**src/rtl/des_link_sched.sv**
```systemverilog
// DES link frame scheduler: round-robin outbound grant at fc==7 (word registered for the next frame),
// one-entry inbound buffer loaded at fc==4; a full buffer that is not draining drops the frame and counts it.
module des_link_sched #(
  parameter int NREQ   = 4,
  parameter int DROP_W = 8
) (
  input  logic                in_clk,
  input  logic                rst,
  input  logic                link_en,
  input  logic [NREQ-1:0]     req_valid,
  output logic [NREQ-1:0]     req_ready,
  input  logic [NREQ*60-1:0]  req_data,
  output logic [63:0]         des_din,
  input  logic [51:0]         des_dout,
  output logic                rx_valid,
  input  logic                rx_ready,
  output logic [2:0]          rx_dest,
  output logic [47:0]         rx_data,
  output logic [DROP_W-1:0]   rx_drop_cnt
);

  logic [2:0]        fc;
  logic [2:0]        ptr;
  logic [2*NREQ-1:0] rot_c;
  logic              any_c;
  logic [2:0]        gidx_c;
  logic [59:0]       payload_c;
  logic [NREQ-1:0]   sel_c;
  logic              grant_slot;
  logic              rx_take;

  // Rotate requests so bit 0 is the current round-robin head, then take the first set bit.
  always_comb begin
    rot_c     = {req_valid, req_valid} >> ptr;
    any_c     = 1'b0;
    gidx_c    = 3'd0;
    payload_c = '0;
    sel_c     = '0;
    for (int k = 0; k < NREQ; k++) begin
      if (!any_c && rot_c[k]) begin
        any_c  = 1'b1;
        gidx_c = 3'((int'(ptr) + k) % NREQ);
      end
    end
    for (int i = 0; i < NREQ; i++) begin
      if (gidx_c == 3'(i)) begin
        payload_c = req_data[60*i +: 60];
        sel_c[i]  = any_c;
      end
    end
  end

  assign grant_slot = !rst && (fc == 3'd7) && link_en;
  assign req_ready  = grant_slot ? sel_c : '0;

  always_ff @(posedge in_clk or posedge rst) begin
    if (rst) begin
      fc      <= 3'b111;
      ptr     <= 3'd0;
      des_din <= 64'h0;
    end else begin
      fc <= fc + 3'd1;
      if (fc == 3'd7) begin
        if (grant_slot && any_c) begin
          des_din <= {1'b1, gidx_c, payload_c};
          ptr     <= 3'((int'(gidx_c) + 1) % NREQ);
        end else begin
          des_din <= 64'h0;
        end
      end
    end
  end

  assign rx_take = (fc == 3'd4) && link_en && des_dout[51];

  always_ff @(posedge in_clk or posedge rst) begin
    if (rst) begin
      rx_valid    <= 1'b0;
      rx_dest     <= 3'd0;
      rx_data     <= 48'h0;
      rx_drop_cnt <= '0;
    end else if (rx_take) begin
      if (!rx_valid || rx_ready) begin
        rx_valid <= 1'b1;
        rx_dest  <= des_dout[50:48];
        rx_data  <= des_dout[47:0];
      end else if (rx_drop_cnt != '1) begin
        rx_drop_cnt <= rx_drop_cnt + DROP_W'(1);
      end
    end else if (rx_valid && rx_ready) begin
      rx_valid <= 1'b0;
    end
  end

endmodule
```
**config.mk**
```make
export PLATFORM = sky130hd
export DESIGN_NAME = des_link_sched
export DESIGN_NICKNAME = d
export VERILOG_FILES = /design/src/rtl/des_link_sched.sv
export SDC_FILE = /design/constraint.sdc
export NUM_CORES = 1
export LEC_CHECK = 0
export ABC_AREA = 1
export CAP_MARGIN = 20
export CORE_AREA = 2 2 166 168
export CTS_CLUSTER_DIAMETER = 80
export DETAILED_ROUTE_END_ITERATION = 7
export DIE_AREA = 0 0 168 170
export GPL_TIMING_DRIVEN = 1
export HOLD_SLACK_MARGIN = 0.05
export PLACE_DENSITY = 0.68
export SKIP_CTS_REPAIR_TIMING = 1
export SLEW_MARGIN = 30
export SYNTH_ARGS = -nofsm -noshare
export SYNTH_HDL_FRONTEND = slang
export SYNTH_SLANG_ARGS = --single-unit
```
**constraint.sdc**
```tcl
create_clock -name in_clk -period 4.4 [get_ports in_clk]
set_input_delay 0.66 -clock in_clk [delete_from_list [all_inputs] [get_ports in_clk]]
set_output_delay 0.66 -clock in_clk [all_outputs]
set_load 0.02 [all_outputs]
```
======== Word-level counts from Yosys, hierarchy flattened ========
Index checks and enable logic that the tools add are counted.
storage, ports and cells
  input bits .............................. 300
  register bits ........................... 130
  output and inout port bits .............. 128
operators by class
  equal/unequal tests ..................... 7
  bitwise gates (word level) .............. 5
  shift operators ......................... 1
  add/subtract/negate cells ............... 6
  multiplexer cells ....................... 21
  reduce and logical (&&, ||, !) cells .... 25
operators by type and width
  cell                                           number
  two-way mux 60 bit                             4
  two-way mux 64 bit                             1
  two-way mux 1 bit                              11
  logical AND 1 bit                              9
  two-way mux 3 bit                              3
  adder 8 x 1 -> 8 bit, second input constant    1
  != test 8 bit, second input constant           1
  OR reduction 2 bit                             4
  right shift 8 x 3 -> 4 bit                     1
  == test 3 x 2 -> 1 bit, second input constant  2
  == test 3 bit, second input constant           2
  AND reduction 2 bit                            3
  zero test 1 bit                                5
  adder 2 x 1 -> 2 bit, second input constant    2
  adder 2 bit, second input constant             2
  AND 1 bit, first input constant                4
  two-way mux 4 bit                              1
  adder 3 x 1 -> 3 bit, second input constant    1
  == test 3 x 1 -> 1 bit, second input constant  1
  zero test 3 bit                                1
  AND reduction 3 bit                            1
  two-way mux 2 bit                              1
  != test 2 x 1 -> 1 bit, second input constant  1
  nonzero test 2 bit                             1
  other kinds (2)                                2

======== Depth between registers and ports, before layout ========
Gate-level depths: netlist of run 1.
  word-level depth ........................ 17
  mapped depth ............................ 21
  mapped depth without buffers ............ 18

======== Worst setup path after synthesis of run 1 ========
No wires, ideal clock.
  path type ............................... input -> output
  start ................................... input port rst
  end ..................................... output port req_ready[0]
  cell stages on the path ................. 7
  setup slack ............................. -0.505 ns
  data arrival time ....................... 4.245 ns
  cell sequence ........................... inv_1 nand2_1 nor2_1 nand2_2 buf_6 buf_6 nor2_1
between the ends
  word-level cells in the longest chain between the ends .. 4
RTL lines
  what                            line  source
  start: declaration              8     input logic rst,
  zero test 1 bit (no line)       --
  logical AND 1 bit (2 in a row)  53    assign grant_slot = !rst && (fc == 3'd7) && link_en;
  two-way mux 4 bit               54    assign req_ready = grant_slot ? sel_c : '0;
  end: declaration                11    output logic [NREQ-1:0] req_ready,
Every way passes these cells.

======== Worst setup path in the final report of run 1 ========
  start ................................... input port req_valid[3]
  end ..................................... output port req_ready[1]
between the ends
  word-level cells in the longest chain between the ends .. 14
  elaborated cells between the ends (all ways) .. 18
  those cells by class .................... eq/ne (1); shift (1); mux (10); reduce/logical (6)
RTL lines
  what                            line  source
  start: declaration              10    input logic [NREQ-1:0] req_valid,
  right shift 8 x 3 -> 4 bit (*)  34    rot_c = {req_valid, req_valid} >> ptr;
  two-way mux 1 bit               40    if (!any_c && rot_c[k]) begin
  zero test 1 bit                 40
  logical AND 1 bit               40
  two-way mux 1 bit               40
  zero test 1 bit                 40
  logical AND 1 bit               40
  two-way mux 1 bit               40
  zero test 1 bit                 40
  logical AND 1 bit               40
  two-way mux 3 bit               40
  == test 3 x 1 -> 1 bit          46    if (gidx_c == 3'(i)) begin
  two-way mux 1 bit (*)           46
  two-way mux 4 bit (*)           54
Every way passes the cells marked *; elsewhere a longest branch is shown, timed or not.

==> out/metrics.csv, run 1 <==
metric;value;unit
drtIter0Drc;396;
vias;7584;
final_util;45.7;%
multi_input_area;3440;µm²
gp_congestion;0.896;
synth_ff_type;dfrtp_1;
critPathMaxStageDelay;0.65;ns
final_area;12200;µm²
dieArea;28600;µm²
synth_area_leader_cell;dfrtp_1;
crit_path_start_kind;input port;
cts_sinks;128;
synth.avg_cell_area;8.18;µm²
row_count;60;
synthTopCellsByArea;dfrtp_1 44%, nand2_1 13%, mux2_2 8.4%, o21ai_0 7.8%, nand3_1 6.2%;
die_w;168;µm
wl;29.6;mm
status;finished clean;
rsz0062_at_grt;false;
tightest_slew;0.844;ns
htreeDepth;4;
ys_seq_area_share;45.4;%
crit_fanout;4;
drc;0;
fillers;2585;
overflow;0;
period_needed;3.73;ns
synth_cell_types;30;
cts_tree;done;
crit_chain;clkdlybuf4s50_1, inv_1, nand2_1, nand3_1, nand2_1, a21oi_1, inv_1, nand2_1, nand3_1, inv_1, ha_2, inv_2, nor2_1, clkdlybuf4s50_1;
syn_nets;1172;
grt_util_all_layers;20.1;%
p_leak;5.27;nW
viasPerCell;4.70;
dr.pass1.iters;5;
synth_top_area_share;44.3;%
netlist_area;7060;µm²
synth_common_cells;246 x nand2_1, 125 x dfrtp_1, 110 x o21ai_0;
setup_tns;0;ns
cp.required;3.74;ns
cp.arrival;3.07;ns
cts_buffer_depth;2;
clkTransAtPathRegs;0.06;ns
dp_slack;0.445;ns
clockRootBuffer;clkbuf_16;
cap_violations;0;
power.density;681;nW/µm²
port_buffers;426;
slew_headroom;43.7;%
nNetsFinal;1565;
drive_gt1_share;11.2;%
syn-instance-count;864;
dpl_cell_area;11600;µm²
hold_class;reg -> reg;
fmax;268;MHz
area_delta_synth_final;72.4;%
hpwl;22.1;mm
fin_crit_sh;84.8;%
die_h;170;µm
core-area;26700;µm²
first_global_vias;7389;
ys_ff_latch;128;
numCtsBuffers;17;
synth-async-reset-ratio;100;%
setup_viol;0;
irDropWorstVdd;0.624;mV
critPathCaptureType;primary output;
fin_total_pwr;0.00830;W
grt_max_degree;76;
regArea;3210;µm²
grt_pass1_wl;43.7;mm
routedWlPerCell;18.4;µm
critPathSlowestCell;clkdlybuf4s50_1;
fin_ws;0.667;ns
ioPinCount;428;
fin_worst_skew;0.0101;ns
ant_nets;0;
criticalPathCategory;in -> out;
worstSkewPairLatency;0.41;ns
synth.most_common_cell;nand2_1;
synth-edff-count;0;
yosys_warnings;0;
initial_core_util;26.5;%
drv_slew;0;
antenna_found_initial;1;
hold_viol_final;0;
-- stage by stage --
step / instances / hold WS (ns)
floorplan: 864 / 0.441
global placement: 1579 / 0.450
detailed placement: 1579 / 0.464
CTS: 1611 / 0.481
global route: 1612 / 0.496
finish: 1612 / 0.478
-- where the power goes --
part	switching [W]	internal, W
clock	0.000577	0.000920
sequential	0.000112	0.00135
combinational	0.00348	0.00186
-- flip-flops by register name (all words and copies together) (netlist names) --
name	flops
rx_drop_cnt	8
ptr	2
rx_data	48
des_din	63
rx_valid	1
rx_dest	3
fc	3
-- cell type report --
type                            count  share of cell area, %
Sequential cell                   128                   26.3
Tap cell                          341                   3.50
Multi-Input combinational cell    641                   28.2
Clock buffer                       19                   3.64
Timing Repair Buffer              440                   35.9
Inverter                           29                  0.945
Antenna cell                        1                 0.0205
Clock inverter                     13                   1.44
-- path summary, 6_finish.rpt --
check / from / endpoint / cells after the start / slack (ns)
max: req_valid[3] / req_ready[1] / 14 / 0.67
min: des_din[13] / des_din[13] / 2 / 0.48
max reg2reg: ptr[0] / des_din[0] / 15 / 1.03
min reg2reg: des_din[13] / des_din[13] / 2 / 0.48
max in group asynchronous: rst / des_din[27] / 4 / 2.33
min in group asynchronous: rst / des_din[46] / 3 / 0.78
-- layout by cell type (no fill, tap or decap) --
master and instances:
dfrtp_1 125, nand2_4 1, conb_1 1, inv_2 6, clkbuf_1 1, inv_6 5, clkinvlp_4 3, nor2_1 25
nor2_4 1, nand3b_1 1, clkbuf_16 17, nand3_2 1, clkinv_4 3, o21ai_0 110, buf_4 13, bufinv_16 3
nor3_1 3, inv_4 1, o31ai_1 15, o21ai_2 21, nand4_1 3, a21oi_1 46, ha_1 4, nand2_2 5
nand2_1 245, mux2_2 53, o21ai_1 9, ha_2 4, inv_1 21, clkbuf_8 1, dfstp_2 3, buf_6 1
xor2_1 5, diode_2 1, xnor2_1 1, clkdlybuf4s50_1 426, nand3_1 87
-- cells by family (layout without fill, tap and decap cells) --
group	after synthesis	in the layout	synth area share, %
multiplexers	53	53	8.45
adder cells (fa/ha/maj)	8	8	1.42
other	1	2	0.0531
AND/OR/NAND/NOR	372	372	21.9
XOR/XNOR	6	6	0.744
buffers and inverters	95	501	6.16
AO/OA/AOI/OAI	201	201	15.9
flip-flops	128	128	45.4
-- critical path: cells and delay by family --
kind / cells / cell delay, ns
buffers and inverters: 6 / 1.37
AND/OR/NAND/NOR: 6 / 0.64
AO/OA/AOI/OAI: 1 / 0.22
adder cells (fa/ha/maj): 1 / 0.19
-- layer usage --
metal,up-vias,GRT usage (%),wire [µm]
li1,3691,-,-
met1,3514,24.4,12300
met2,342,34.4,14300
met3,37,6.00,2290
met4,0,5.67,680
met5,-,0,0
(Power assumes the default switching activity.)
==> run 2: changes to the inputs <==
- PLACE_DENSITY: 0.68 -> 0.65
- clock period: 4.4 -> 3.6 ns (I/O delays scaled with it)
==> out/metrics.csv, run 2 (synthesis results as in run 1) <==
metric;value;unit;change
status;finished clean;;unchanged
crit_end;req_ready[0];;was req_ready[1]
power.share.clock;17.4;%;was 18.0%
routedWlPerCell;18.2;µm;was 18.4 µm
period_needed;3.35;ns;
critPathSlowestCell;clkdlybuf4s50_1;;unchanged
die_w;168;µm;unchanged
setup_tns;0;ns;unchanged
drtIter0Drc;482;;was 396
rsz0062_at_grt;false;;unchanged
fin_crit_sh;93.1;%;
grt_util_all_layers;20.2;%;was 20.1%
reg_top3;des_din: 63 flops, rx_data: 48 flops, rx_drop_cnt: 8 flops;;unchanged
r2r_cells;14;;was 15
overflow;0;;unchanged
mostFrequentLayoutCell;clkdlybuf4s50_1;;unchanged
cap_violations;0;;unchanged
fin_ws;0.248;ns;was 0.667 ns
criticalPathCategory;in -> out;;unchanged
drc;0;;unchanged
port_buffers;426;;unchanged
first_global_vias;7528;;was 7389
area_delta_synth_final;73.4;%;was 72.4%
drv_slew;0;;unchanged
clkTransAtPathRegs;0.06;ns;about the same
ant_nets;0;;unchanged
viasPerCell;4.73;;was 4.70
dieArea;28600;µm²;unchanged
worstSkewPairLatency;0.43;ns;was 0.41 ns
cp_common_cell;inv_1;;
wl;29.5;mm;was 29.6 mm
hold_class;reg -> reg;;unchanged
p_switching;0.00524;W;was 0.00417 W
grt_max_degree;129;;was 76
crit_path_start_kind;input port;;unchanged
critPathCaptureType;primary output;;unchanged
numCtsBuffers;17;;unchanged
largest_reg_flops;63;;unchanged
cts_buffer_depth;2;;unchanged
power.density;849;nW/µm²;was 681 nW/µm²
r2r_slack;0.52;ns;was 1.03 ns
dp_slack;0.0699;ns;was 0.445 ns
clockRootBuffer;clkbuf_16;;unchanged
drive_gt1_share;11.6;%;was 11.2%
p_int;0.00517;W;was 0.00413 W
final_cell_mix;423 x clkdlybuf4s50_1, 245 x nand2_1, 124 x dfrtp_1, 110 x o21ai_0, 87 x nand3_1;;was 426 x clkdlybuf4s50_1, 245 x nand2_1, 125 x dfrtp_1, 110 x o21ai_0, 87 x nand3_1
critPathMaxStageDelay;0.63;ns;was 0.65 ns
power.share.sequential;17.2;%;was 17.6%
fmax;298;MHz;
cts_tree;done;;unchanged
grt_pass1_wl;43.9;mm;was 43.7 mm
initial_core_util;26.5;%;unchanged
ioPinCount;428;;unchanged
hold_viol_final;0;;unchanged
r2r-end;des_din[25];;was des_din[0]
fin_total_pwr;0.0104;W;was 0.00830 W
fin_worst_skew;0.0196;ns;was 0.0101 ns
crit_chain;clkdlybuf4s50_1, inv_1, nand2_1, nand3_2, nand2_2, inv_2, nand2_2, nor2_4, nand3b_1, nand2_1, inv_1, ha_2, inv_1, nor2_1, clkdlybuf4s50_1;;was clkdlybuf4s50_1, inv_1, nand2_1, nand3_1, nand2_1, a21oi_1, inv_1, nand2_1, nand3_1, inv_1, ha_2, inv_2, nor2_1, clkdlybuf4s50_1
slew_headroom;50.1;%;was 43.7%
cp.arrival;2.81;ns;was 3.07 ns
die_h;170;µm;unchanged
pwr-share-comb;65.5;%;was 64.4%
vias;7639;;was 7584
tightest_slew;0.748;ns;was 0.844 ns
nNetsFinal;1569;;was 1565
setup_viol;0;;unchanged
irDropWorstVdd;0.652;mV;was 0.624 mV
row_count;60;;unchanged
p_sw_share;50.3;%;was 50.2%
crit_fanout;4;;unchanged
p_leak;5.35;nW;was 5.27 nW
antenna_found_initial;1;;unchanged
dr.pass1.iters;5;;unchanged
timing.rr.start;ptr[1];;was ptr[0]
hpwl;21.7;mm;was 22.1 mm
top_register;des_din;;unchanged
gp_congestion;0.912;;was 0.896
cp.required;3.06;ns;was 3.74 ns
worstSetupStartpoint;req_valid[3];;unchanged
cts_sinks;128;;unchanged
htreeDepth;4;;unchanged
core-area;26700;µm²;unchanged
==> run 2: changes by cell type in the layout (fill, tap and decap cells not counted), moves of 2 or more <==
cell / previous run / this run
inv_8: 0 / 3
clkdlybuf4s50_1: 426 / 423
clkinv_4: 3 / 1
buf_12: 0 / 4
dlymetal6s2s_1: 0 / 3
==> run 2: power groups by stage <==
stage	clock (W)	combinational, W	sequential, W
after floorplan	0	0.00416	0.00202
after global placement	0	0.00682	0.00180
after detailed placement	0	0.00684	0.00181
after CTS	0.00186	0.00686	0.00179
after global routing	0.00192	0.00762	0.00181
final	0.00181	0.00681	0.00179
==> run 2: critical path, delay by kind of cell <==
family / cells / cell delay (ns)
adders and majority gates: 1 / 0.21
and+or+nand+nor: 8 / 0.68
buffers and inverters: 6 / 1.39
==> run 2: final cells by class <==
class | instances | area (µm²)
repair buffers | 444 | 4460
fillers | 2630 | 14400
diodes | 1 | 2.50
flip-flops and latches | 128 | 3210
clock inverters | 14 | 169
multi-input cells | 641 | 3430
inverters | 29 | 115
clock buffers | 18 | 439
well taps | 341 | 427
==> run 2: stage by stage <==
step	cells	cell area, µm²	util [%]	hold WS, ns
3_5_place_dp	1583	11600	43.6	0.458
2_1_floorplan	864	7070	-	0.441
5_1_grt	1616	12300	46.0	0.487
3_3_place_gp	1583	11600	43.6	0.448
6_report	1616	12300	46.0	0.471
4_1_cts	1615	12200	45.9	0.476
==> run 2: worst min-delay path by stage <==
stage	slack (ns)	from	to	depth (start not counted)
5_1_grt	0.49	fc[0]	fc[0]	1
4_1_cts	0.48	fc[0]	fc[0]	1
3_3_place_gp	0.45	fc[0]	fc[0]	1
2_1_floorplan	0.44	fc[0]	fc[0]	1
6_report	0.47	fc[0]	fc[0]	1
3_5_place_dp	0.46	fc[0]	fc[0]	1
==> run 2: metal layers <==
| metal | GRT usage (%) | vias up | part of all wire, % |
|---|---|---|---|
| li1 | - | 3703 | - |
| met1 | 23.8 | 3579 | 41 |
| met2 | 35.3 | 320 | 49 |
| met3 | 6.02 | 37 | 8.2 |
| met4 | 6.28 | 0 | 2.1 |
| met5 | 0 | - | 0 |
==> run 3: changes to the inputs <==
- CORE_AREA: 2 2 166 168 -> 2 2 165 167
- DIE_AREA: 0 0 168 170 -> 0 0 167 169
- PLACE_DENSITY: 0.65 -> 0.66
- clock period: 3.6 -> 3.9 ns (I/O delays scaled with it)
==> out/metrics.csv, run 3 (synthesis results as in run 1) <==
metric;value;unit;change
final_util;46.0;%;about the same
rsz0062_at_grt;false;;unchanged
nNetsFinal;1565;;was 1569
top_register;des_din;;unchanged
clkTransAtPathRegs;0.06;ns;about the same
ioPinCount;428;;unchanged
initial_core_util;26.7;%;was 26.5%
wl;28.7;mm;was 29.5 mm
port_buffers;426;;unchanged
row_count;60;;unchanged
hpwl;21.4;mm;was 21.7 mm
cts_sinks;128;;unchanged
grt_max_degree;76;;was 129
status;finished clean;;unchanged
die_w;167;µm;was 168 µm
top_usage_layer;met2;;unchanged
dieArea;28200;µm²;was 28600 µm²
gp_congestion;0.904;;was 0.912
reg_top3;des_din: 63 flops, rx_data: 48 flops, rx_drop_cnt: 8 flops;;unchanged
r2r_slack;0.94;ns;was 0.52 ns
drive_gt1_share;11.3;%;was 11.6%
vias;7677;;was 7639
cap_violations;0;;unchanged
htreeDepth;4;;unchanged
core-area;26500;µm²;was 26700 µm²
setup_tns;0;ns;unchanged
first_global_vias;7635;;was 7528
setup_viol;0;;unchanged
fillers;2567;;was 2630
overflow;0;;unchanged
use_met1;24.5;%;was 23.8%
fin_crit_sh;92.4;%;
final_cell_mix;426 x clkdlybuf4s50_1, 245 x nand2_1, 125 x dfrtp_1, 110 x o21ai_0, 87 x nand3_1;;was 423 x clkdlybuf4s50_1, 245 x nand2_1, 124 x dfrtp_1, 110 x o21ai_0, 87 x nand3_1
cp.arrival;3.02;ns;was 2.81 ns
dpl_cell_area;11600;µm²;about the same
power.density;759;nW/µm²;was 849 nW/µm²
dr.pass1.iters;5;;unchanged
drtIter0Drc;454;;was 482
hold_viol_final;0;;unchanged
ant_nets;0;;unchanged
cp.required;3.31;ns;was 3.06 ns
use_met3;5.12;%;was 6.02%
antenna_found_initial;1;;unchanged
drv_slew;0;;unchanged
criticalPathCategory;in -> out;;unchanged
use_met2;34.4;%;was 35.3%
clockRootBuffer;clkbuf_16;;unchanged
grt_util_all_layers;19.9;%;was 20.2%
die_h;169;µm;was 170 µm
slew_headroom;49.7;%;was 50.1%
crit_path_start_kind;input port;;unchanged
tightest_slew;0.754;ns;was 0.748 ns
largest_reg_flops;63;;unchanged
mostFrequentLayoutCell;clkdlybuf4s50_1;;unchanged
p_leak;5.26;nW;was 5.35 nW
crit_fanout;4;;unchanged
critPathCaptureType;primary output;;unchanged
grt_pass1_wl;43.9;mm;about the same
hold_class;reg -> reg;;unchanged
area_delta_synth_final;72.5;%;was 73.4%
worstSkewPairLatency;0.42;ns;was 0.43 ns
viasPerCell;4.76;;was 4.73
drc;0;;unchanged
irDropWorstVdd;0.703;mV;was 0.652 mV
fmax;277;MHz;
routedWlPerCell;17.8;µm;was 18.2 µm
fin_worst_skew;0.0146;ns;was 0.0196 ns
final_area;12200;µm²;was 12300 µm²
cts_buffer_depth;2;;unchanged
cts_tree;done;;unchanged
numCtsBuffers;17;;unchanged
period_needed;3.60;ns;
==> run 3: cell types whose count changed in the layout (fill, tap and decap cells not counted), sizes merged <==
| cell | previous run | this run |
|---|---|---|
| buf | 18 | 14 |
| bufinv | 2 | 1 |
| clkdlybuf4s50 | 423 | 426 |
| clkinvlp | 4 | 5 |
| dlymetal6s2s | 3 | 0 |
==> run 3: stage by stage <==
stage / worst slack, ns / instances / power (W) / hold slack (ns)
after CTS: 0.301 / 1611 / 0.00939 / 0.473
after detailed placement: 0.323 / 1579 / 0.00773 / 0.458
after global placement: 0.344 / 1579 / 0.00764 / 0.451
final: 0.295 / 1612 / 0.00925 / 0.471
after global routing: 0.0809 / 1612 / 0.0102 / 0.493
after floorplan: 0.264 / 864 / 0.00571 / 0.441
==> run 3: worst paths after layout <==
kind                         startpoint           end  cells after the start
min in group asynchronous           rst   des_din[34]                      3
max in group asynchronous           rst    rx_dest[1]                      4
max reg2reg                      ptr[0]   des_din[47]                     14
min                               fc[0]         fc[0]                      1
min reg2reg                       fc[0]         fc[0]                      1
max                        req_valid[3]  req_ready[1]                     14
==> run 3: routing by layer <==
metal	wire (µm)	part of all wire [%]	vias to the layer above
met2	14000	49	370
met1	11800	41	3557
met4	717	2.5	0
li1	-	-	3702
met3	2180	7.6	48
met5	0	0	-
==> run 3: layout make-up <==
type | instances | area, µm² | share of cell area [%]
Inverter | 29 | 115 | 0.945
Clock buffer | 18 | 439 | 3.60
Multi-Input combinational cell | 641 | 3440 | 28.2
Clock inverter | 14 | 144 | 1.18
Tap cell | 341 | 427 | 3.50
Timing Repair Buffer | 440 | 4410 | 36.2
Antenna cell | 1 | 2.50 | 0.0205
Sequential cell | 128 | 3210 | 26.3
==> run 3: where the power goes <==
part           internal [W]  switching (W)  total, W
registers           0.00152       0.000131   0.00165
clock network      0.000917       0.000686   0.00160
logic               0.00221        0.00378   0.00600
total               0.00465        0.00460   0.00925
==> run 3: worst max-delay path, stage by stage <==
cell,delay (ns)
clkdlybuf4s50_1,0.43
inv_1,0.06
nand2_1,0.08
nand3_1,0.11
nand2_1,0.12
a21oi_1,0.20
inv_1,0.06
nand2_1,0.07
nand3_1,0.14
inv_1,0.12
ha_2,0.23
inv_2,0.06
nor2_1,0.13
clkdlybuf4s50_1,0.63
